[src/rtl/cond_logic.sv]
// cond_logic: architectural NZCV flags register, condition-field evaluation,
// condition-gated datapath write strobes and executed/squashed counters.
// Flags are written only by instructions whose own condition passed, and each
// instruction is judged against the flags as they stood before its own edge.
module cond_logic #(
   parameter int CNT_W = 16
) (
   input  logic             clk,
   input  logic             reset,
   input  logic             InstrValid,
   input  logic [3:0]       Cond,
   input  logic [3:0]       ALUFlags,
   input  logic [1:0]       FlagW,
   input  logic             PCS,
   input  logic             RegW,
   input  logic             MemW,
   input  logic             NoWrite,
   input  logic             CountClr,
   output logic             PCSrc,
   output logic             RegWrite,
   output logic             MemWrite,
   output logic             CondEx,
   output logic [3:0]       Flags,
   output logic [CNT_W-1:0] ExecCount,
   output logic [CNT_W-1:0] SquashCount
);

   localparam logic [CNT_W-1:0] CNT_ZERO = {CNT_W{1'b0}};
   localparam logic [CNT_W-1:0] CNT_ONE  = {{(CNT_W-1){1'b0}}, 1'b1};

   // Evaluate a 4-bit condition code against an NZCV vector ([3]=N .. [0]=V).
   function automatic logic cond_eval(input logic [3:0] cond, input logic [3:0] nzcv);
      logic n_s;
      logic z_s;
      logic c_s;
      logic v_s;
      logic res_s;
      n_s = nzcv[3];
      z_s = nzcv[2];
      c_s = nzcv[1];
      v_s = nzcv[0];
      case (cond)
         4'b0000: res_s = z_s;                        // EQ
         4'b0001: res_s = ~z_s;                       // NE
         4'b0010: res_s = c_s;                        // CS
         4'b0011: res_s = ~c_s;                       // CC
         4'b0100: res_s = n_s;                        // MI
         4'b0101: res_s = ~n_s;                       // PL
         4'b0110: res_s = v_s;                        // VS
         4'b0111: res_s = ~v_s;                       // VC
         4'b1000: res_s = c_s & ~z_s;                 // HI
         4'b1001: res_s = ~c_s | z_s;                 // LS
         4'b1010: res_s = ~(n_s ^ v_s);               // GE
         4'b1011: res_s = n_s ^ v_s;                  // LT
         4'b1100: res_s = ~z_s & ~(n_s ^ v_s);        // GT
         4'b1101: res_s = z_s | (n_s ^ v_s);          // LE
         4'b1110: res_s = 1'b1;                       // AL
         default: res_s = 1'b1;                       // unconditional
      endcase
      return res_s;
   endfunction

   logic [3:0]       flags_r;
   logic [CNT_W-1:0] exec_cnt_r;
   logic [CNT_W-1:0] squash_cnt_r;
   logic             cond_ex_s;
   logic             go_s;

   // Condition result from the stored flags and the gated write strobes.
   always_comb begin
      cond_ex_s = cond_eval(Cond, flags_r);
      go_s      = InstrValid & cond_ex_s;
      PCSrc     = PCS & go_s;
      RegWrite  = RegW & go_s & ~NoWrite;
      MemWrite  = MemW & go_s;
   end

   assign CondEx      = cond_ex_s;
   assign Flags       = flags_r;
   assign ExecCount   = exec_cnt_r;
   assign SquashCount = squash_cnt_r;

   // Flags register: N,Z and C,V fields are written independently, and only
   // by an executing instruction, so ALU bits that were not requested (which
   // may be X for logic ops) never enter the register.
   always_ff @(posedge clk or negedge reset) begin
      if (!reset) begin
         flags_r <= 4'b0000;
      end else begin
         if (go_s && FlagW[1]) begin
            flags_r[3:2] <= ALUFlags[3:2];
         end
         if (go_s && FlagW[0]) begin
            flags_r[1:0] <= ALUFlags[1:0];
         end
      end
   end

   // Executed / squashed counters; clear wins over increment, wrap on overflow.
   always_ff @(posedge clk or negedge reset) begin
      if (!reset) begin
         exec_cnt_r   <= CNT_ZERO;
         squash_cnt_r <= CNT_ZERO;
      end else if (CountClr) begin
         exec_cnt_r   <= CNT_ZERO;
         squash_cnt_r <= CNT_ZERO;
      end else if (InstrValid) begin
         if (cond_ex_s) begin
            exec_cnt_r <= exec_cnt_r + CNT_ONE;
         end else begin
            squash_cnt_r <= squash_cnt_r + CNT_ONE;
         end
      end
   end

endmodule

[config.mk]
export PLATFORM = sky130hd
export DESIGN_NAME = cond_logic
export DESIGN_NICKNAME = d
export VERILOG_FILES = /design/src/rtl/cond_logic.sv
export SDC_FILE = /design/constraint.sdc
export NUM_CORES = 1
export LEC_CHECK = 0
export CAP_MARGIN = 20
export CORE_UTILIZATION = 52
export DETAILED_ROUTE_END_ITERATION = 8
export GPL_TIMING_DRIVEN = 0
export PLACE_DENSITY = 0.85
export RECOVER_POWER = 50
export SYNTH_ARGS = -nofsm -noshare
export SYNTH_HDL_FRONTEND = slang
export SYNTH_SLANG_ARGS = --single-unit
export TNS_END_PERCENT = 10
[constraint.sdc]
create_clock -name clk -period 4.75 [get_ports clk]
set_input_delay 0.475 -clock clk [delete_from_list [all_inputs] [get_ports clk]]
set_output_delay 0.475 -clock clk [all_outputs]
set_load 0.01 [all_outputs]
Word level (Yosys, flattened, before mapping)
Cells that the tools add are included.
{"block": "classes", "reduce_logical": 7, "add_sub_neg": 2, "eq_ne": 14, "n_bitwise": 16, "mux": 7}
{"op": "16-bit two-way mux", "count": 6}
{"op": "16-bit by 1-bit adder with 16-bit output, second input constant", "count": 2}
{"op": "4-bit equality test, second input constant", "count": 6}
{"op": "4-bit by 3-bit equality test with 1-bit output, second input constant", "count": 4}
{"op": "1-bit case mux with 14 select lines", "count": 1}
{"op": "4-bit by 2-bit equality test with 1-bit output, second input constant", "count": 2}
{"op": "1-bit AND", "count": 7}
{"op": "1-bit NOT", "count": 6}
{"op": "4-bit by 1-bit equality test with 1-bit output, second input constant", "count": 1}
{"op": "4-bit zero test", "count": 1}
{"op": "2-bit AND reduction", "count": 2}
{"op": "2-bit nonzero test", "count": 2}
{"op": "1-bit logical AND", "count": 2}
{"op": "2-bit inequality test, second input constant", "count": 1}
{"op": "1-bit OR", "count": 2}
{"op": "1-bit XOR", "count": 1}
{"block": "totals", "input_bits": 18, "out_inout_bits": 40, "wordCells": 50, "register_bits": 36}

Longest topological paths before layout
Gate-level depths: netlist (run 1).
{"block": "logic_depth", "word_depth": 7, "mapped_depth": 9, "depth_no_buf": 6}

Worst setup path after synthesis (run 1)
Ideal clock, no wire load.
{"block": "synth_timing", "kind": "input-to-reg", "startpoint": "input port Cond[3]", "endpoint": "register squash_cnt_r[11], in the netlist SquashCount[11]", "stages": 8, "setup_ns": 0.125, "path_buffers": 2, "setup_slack_ns": 2.556, "arrival_ns": 2.070, "t_required_ns": 4.625, "path_cell_list": "buf_6 -> and3b_1 -> a22oi_2 -> mux2i_1 -> and3_1 -> clkbuf_1 -> and4_1 -> mux2_2"}
{"block": "synth_between", "elab_chain_len": 4, "word_cells_on_any_way": 17, "classes_between": "eq/ne: 14; mux: 1; reduce/logical: 2"}
{"item": "start, declared", "line": "11", "source": "input logic [3:0] Cond,"}
{"item": "4-bit equality test (tied with other cells)", "line": "42", "source": "case (cond)"}
{"item": "1-bit case mux with 14 select lines *", "line": "42"}
{"item": "2-bit inequality test (no source line) *"}
{"item": "2-bit AND reduction (no source line) *"}
{"item": "end signal, assigned", "line": "111", "source": "squash_cnt_r <= squash_cnt_r + CNT_ONE;"}
{"item": "end, declared", "line": "65", "source": "logic [CNT_W-1:0] squash_cnt_r;"}
Every way passes the cells marked *; elsewhere a longest branch is shown, timed or not.
A chain may end at the register's enable or synchronous reset.

Worst setup path in the final report (run 1)
{"block": "layout_timing", "startpoint": "input port Cond[1]", "endpoint": "output port MemWrite"}
{"block": "layout_between", "elab_chain_len": 4, "word_cells_on_any_way": 17, "classes_between": "eq/ne: 13; mux: 1; bitwise: 2; reduce/logical: 1"}
{"item": "4-bit equality test (tied with other cells)", "line": "42"}
{"item": "1-bit case mux with 14 select lines *", "line": "42"}
{"item": "1-bit AND *", "line": "72", "source": "go_s = InstrValid & cond_ex_s;"}
{"item": "1-bit AND *", "line": "75", "source": "MemWrite = MemW & go_s;"}
{"item": "end, declared", "line": "21", "source": "output logic MemWrite,"}
Marks and branches as above.

==> flow_summary.json, run 1 <==
{
  "ys_seq_area_frac": 0.4255,
  "grt_pass1_wl_um": 8335,
  "path_class": "input pin to output pin",
  "hp-class": "flop to flop",
  "io_buffers": 56,
  "syn_nets": 250,
  "violations": "capacitance limit, slew limit",
  "synth_area_per_cell_sq_um": 9.204,
  "finClkSkew_ns": 0.007617,
  "dp_hpwl_um": 3706,
  "cp-end-kind": "output pin",
  "rows": 22,
  "cts_buffers": 5,
  "n_fill_cell": 303,
  "rsz0062_at_grt": "no",
  "core_sq_um": 3771,
  "finalHoldViolCount": 0,
  "synthFlopType": "dfrtp_1",
  "tightest_slew_ns": 1.908,
  "pin_count": 58,
  "h-tree-depth": 2,
  "cts_resized": 0,
  "cts_hold_buf": 0,
  "startpoint_type": "input pin",
  "whs_ns": 0.5547,
  "routed_wl_um": 5181,
  "cts-root-buf": "clkbuf_8",
  "fin_util": 0.7488,
  "initial_core_util": 0.5614,
  "cts.sinks": 36,
  "async_flop_share": 1.000,
  "fmax_ghz": 0.2976,
  "die_w_um": 65.81,
  "track_usage": 0.2558,
  "setup-violations-final": 0,
  "firstDrtPassIters": 4,
  "post-route-min-period_ns": 3.360,
  "n_antenna_cell": 0,
  "p_leak_nw": 1.160,
  "cts_buffer_depth": 2,
  "grt_max_degree": 37,
  "synth_seq_cells": 36,
  "die_area_sq_um": 4330,
  "syn_inst": 230,
  "clk_latency_ns": 0.29,
  "required_ns": 4.28,
  "cts.clk_slew.worst_paths_ns": 0.07,
  "worstPathMaxFanout": 10,
  "maxCapViolations": 1,
  "power_density_nw_per_um2": 307.9,
  "grt_pass1_vias": 1841,
  "outcome": "finished, violations left",
  "post-cts-setup-buffers": 0,
  "die_y_um": 65.81,
  "num-nets-final": 313,
  "drc": 0,
  "viasPerCell": 5.962,
  "dr.first_iter.drc_count": 181,
  "report.final.slew_viol_count": 37,
  "cts_tree": "done",
  "fin_setup_tns_ns": 0,
  "drive_gt1_frac": 0.08163,
  "ir_drop_mv": 0.2107,
  "arrival_ns": 2.89,
  "antenna_found_initial": 0,
  "place_ws_ns": 1.424,
  "ys_types": 38,
  "via_count": 2039,
  "overflow": 0,
  "wl_per_cell_um": 15.15,
  "syn2layout_area_growth_pct": 33.39,
  "ant_nets": 0,
  "setup_ws_ns": 1.390,
  "power_mw": 0.8694,
  "yosysWarnings": 0,
  "slew-limit-headroom": -0.2722,
  "synthesis.area_sq_um": 2117,
  "synth_edf_count": 0,
  "globalplace.congestion": 0.8144,
  "period_share": 0.7074
}
critical path: stages:
cell and delay, ns:
clkdlybuf4s50_1 0.61, mux2i_1 0.27, mux2i_1 0.10, and4_1 0.19
buf_6 0.16, a21boi_2 0.35, and2_1 0.20, clkdlybuf4s50_1 0.53
final timing paths:
check                           depth (start not counted)               to           from  slack, ns
min in group asynchronous                               1     ExecCount[8]          reset       0.70
max in group asynchronous                               1   SquashCount[8]          reset       2.94
worst min register to register                          2    ExecCount[15]  ExecCount[15]       0.55
worst max-delay path                                    8         MemWrite        Cond[1]       1.39
worst max register to register                          7  SquashCount[11]       Flags[3]       2.39
worst min-delay path                                    2    ExecCount[15]  ExecCount[15]       0.55
layout make-up:
cell class | count | area, sq um | share of cell area
multi-input combinational | 177 | 1129 | 0.3996
sequential | 36 | 900.9 | 0.3190
timing repair buffer | 56 | 554.3 | 0.1963
clock buffer | 6 | 82.58 | 0.02924
buffer | 11 | 65.06 | 0.02304
tap | 48 | 60.06 | 0.02127
inverter | 6 | 22.52 | 0.007975
clock inverter | 2 | 10.01 | 0.003545
through the flow:
stage / instance area [sq um] / std cells
2_1_floorplan: 2117 / 230
6_report: 2824 / 342
3_5_place_dp: 2733 / 334
5_1_grt: 2824 / 342
4_1_cts: 2825 / 342
3_3_place_gp: 2738 / 334
sequential cells by signal, summed over array words and instances, names as in the netlist:
register / count
Flags: 4
SquashCount: 16
ExecCount: 16
synthesized netlist by cell type (4+ instances only):
cell type	count	share of area
nand4_1	6	0.018
nand3_1	16	0.038
inv_1	6	0.011
nor2_1	16	0.028
and3_1	6	0.018
nand2_1	13	0.023
clkbuf_1	7	0.012
mux2_2	7	0.037
or4_1	6	0.021
nor2b_1	7	0.021
o21ai_0	9	0.021
dfrtp_1	36	0.43
xnor2_1	9	0.037
o31ai_1	6	0.021
a21oi_1	26	0.061
and2_1	7	0.021
or3_1	9	0.027
nor3b_1	4	0.014
cells in the final DEF, fill, tap and decap left out, types with 7 or more instances in the layout:
cell type,count
a21oi_1,26
and2_1,7
clkbuf_1,8
clkdlybuf4s50_1,35
dfrtp_1,36
dlygate4sd3_1,20
mux2_2,7
nand2_1,13
nand3_1,16
nor2_1,16
nor2b_1,7
o21ai_0,9
or3_1,9
xnor2_1,9
power by group:
part           leakage [nW]  internal (mW)  total, mW  switching [mW]
Clock                0.0510          0.116      0.225           0.109
Sequential            0.493          0.331      0.369          0.0382
Combinational         0.616          0.143      0.276           0.132
logic make-up (layout without fill, tap and decap cells):
family | after synthesis | in the layout | synth area share
AO/OA/AOI/OAI | 50 | 50 | 0.1442
buffers and inverters | 17 | 81 | 0.04137
flip-flops | 36 | 36 | 0.4255
multiplexers | 10 | 10 | 0.05142
AND/OR/NAND/NOR | 104 | 104 | 0.2802
adder cells (fa/ha/maj) | 2 | 2 | 0.01182
XOR/XNOR | 11 | 11 | 0.04551
per-layer routing:
metal  GRT usage  vias to the layer above  share of wire
li1            -                      962              -
met2      0.4324                       74           0.52
met5           0                        -              0
met4     0.08424                        0          0.011
met1      0.3228                      996           0.42
met3     0.05517                        7          0.055
(Power assumes the default switching activity.)
==> run 2, diff against run 1 <==
--- a/config.mk
+++ b/config.mk
@@ -6,10 +6,10 @@
 export NUM_CORES = 1
 export LEC_CHECK = 0
 export CAP_MARGIN = 20
-export CORE_UTILIZATION = 52
+export CORE_UTILIZATION = 48
 export DETAILED_ROUTE_END_ITERATION = 8
 export GPL_TIMING_DRIVEN = 0
-export PLACE_DENSITY = 0.85
+export PLACE_DENSITY = 0.8
 export RECOVER_POWER = 50
 export SYNTH_ARGS = -nofsm -noshare
 export SYNTH_HDL_FRONTEND = slang
==> constraint.sdc (replaced) <==
create_clock -name clk -period 3.5 [get_ports clk]
set_input_delay 0.35 -clock clk [delete_from_list [all_inputs] [get_ports clk]]
set_output_delay 0.35 -clock clk [all_outputs]
set_load 0.01 [all_outputs]
==> run 2 against run 1 <==
Against the previous run:
- the run still ends with capacitance limit, slew limit left
- final cell count up 0.58%
- utilization decreased by 5.8 points
- sequential power increased by 35%
- global-route usage is 1.0 points lower
- non-clock buffer count did not move
- sequential share of layout area fell by 0.20 points
- critical endpoint unchanged
- highest routed layer unchanged
==> flow_summary.json, run 2 (same netlist as run 1, synthesis figures left out) <==
{
  "final_common_cell": "dfrtp_1",
  "globalplace.congestion": 0.7780,
  "post-cts-setup-buffers": 0,
  "cts_resized": 0,
  "ir_drop_mv": 0.2805,
  "cts.clk_slew.worst_paths_ns": 0.07,
  "die_w_um": 68.41,
  "post-route-min-period_ns": 3.102,
  "num-nets-final": 313,
  "cts-root-buf": "clkbuf_8",
  "fin_util": 0.6905,
  "rsz0062_at_grt": "no",
  "routed_wl_um": 5006,
  "cts_tree": "done",
  "postPlaceCellArea_sq_um": 2735,
  "crit_path_start": "Cond[0]",
  "dr.first_iter.drc_count": 108,
  "grt_pass1_vias": 1825,
  "final_cells": 344,
  "rows": 23,
  "cts.sinks": 36,
  "tightest_slew_ns": 1.905,
  "maxCapViolations": 1,
  "most-common-layout-cells": "dfrtp_1, clkdlybuf4s50_1, a21oi_1",
  "setup_ws_ns": 0.3985,
  "placed_cells": 336,
  "setup-violations-final": 0,
  "final_area_sq_um": 2841,
  "antenna_found_initial": 0,
  "power_density_nw_per_um2": 431.6,
  "finClkSkew_ns": 0.005093,
  "finalHoldViolCount": 0,
  "pin_count": 58,
  "worstPathMaxFanout": 10,
  "period_share": 0.8862,
  "die_area_sq_um": 4680,
  "rr_endpoint": "SquashCount[11]",
  "syn2layout_area_growth_pct": 34.22,
  "ant_nets": 0,
  "cp-end-kind": "output pin",
  "wl_per_cell_um": 14.55,
  "clk_latency_ns": 0.29,
  "arrival_ns": 2.75,
  "p_leak_nw": 1.164,
  "fin_setup_tns_ns": 0,
  "place_ws_ns": 0.3852,
  "h-tree-depth": 2,
  "r2r_start": "Flags[3]",
  "core_sq_um": 4115,
  "outcome": "finished, violations left",
  "cp-endpoint": "MemWrite",
  "via_count": 1975,
  "dp_hpwl_um": 3592,
  "initial_core_util": 0.5144,
  "violations": "capacitance limit, slew limit",
  "fmax_ghz": 0.3224,
  "slew-limit-headroom": -0.2697,
  "firstDrtPassIters": 4,
  "cts_buffer_depth": 2,
  "report.final.slew_viol_count": 37,
  "required_ns": 3.15,
  "path_class": "input pin to output pin",
  "reg2reg_slack_ns": 1.21,
  "die_y_um": 68.41,
  "n_antenna_cell": 0,
  "startpoint_type": "input pin",
  "grt_max_degree": 37,
  "hp-class": "input pin to flop",
  "viasPerCell": 5.741,
  "cts_hold_buf": 0,
  "io_buffers": 56,
  "overflow": 0,
  "r2r_cells": 7,
  "track_usage": 0.2455,
  "drive_gt1_frac": 0.07823,
  "grt_pass1_wl_um": 8424,
  "cts_buffers": 5,
  "drc": 0
}
run 2: changes by cell type in the layout (fill, tap and decap cells not counted), sizes merged:
cell,before,now
bufinv,0,1
clkinv,2,1
run 2: worst max-delay path, stage by stage:
cell	delay, ns
clkdlybuf4s50_1	0.63
nor3b_1	0.25
mux2i_1	0.10
and4_1	0.19
buf_6	0.16
a21boi_2	0.35
and2_1	0.18
clkdlybuf4s50_1	0.53
run 2: final cells by class:
cell class | count | area (sq um)
sequential | 36 | 900.9
fill | 339 | 1274
clock inverter | 2 | 35.03
tap | 50 | 62.56
multi-input combinational | 177 | 1129
clock buffer | 6 | 72.57
timing repair buffer | 56 | 554.3
inverter | 6 | 22.52
buffer | 11 | 65.06
run 2: per-stage QoR:
stage	hold WS [ns]	total power, mW
3_3_place_gp	0.5328	0.8768
5_1_grt	0.6053	1.299
6_report	0.5454	1.226
2_1_floorplan	0.05441	0.7177
3_5_place_dp	0.4829	0.8809
4_1_cts	0.1702	1.242
run 2: worst min-delay path by stage:
| stage | start | endpoint | cells past startpoint |
|---|---|---|---|
| after floorplan | reset | ExecCount[0] | 0 |
| after global placement | ExecCount[15] | ExecCount[15] | 2 |
| after detailed placement | reset | SquashCount[12] | 1 |
| after CTS | reset | SquashCount[1] | 1 |
| after global routing | CountClr | SquashCount[14] | 3 |
| final | CountClr | SquashCount[14] | 3 |
run 2: per-layer routing:
metal  vias up  share of wire  track usage
li1        964              -            -
met1       951           0.47       0.3476
met2        52           0.46       0.3713
met3         8          0.050      0.04167
met4         0          0.015      0.09375
met5         -              0            0
run 2: report_power, final:
| group | switching (mW) | leakage [nW] | internal, mW | total (mW) |
|---|---|---|---|---|
| Sequential | 0.0480 | 0.493 | 0.449 | 0.497 |
| Clock | 0.148 | 0.0552 | 0.211 | 0.359 |
| Combinational | 0.176 | 0.616 | 0.194 | 0.370 |
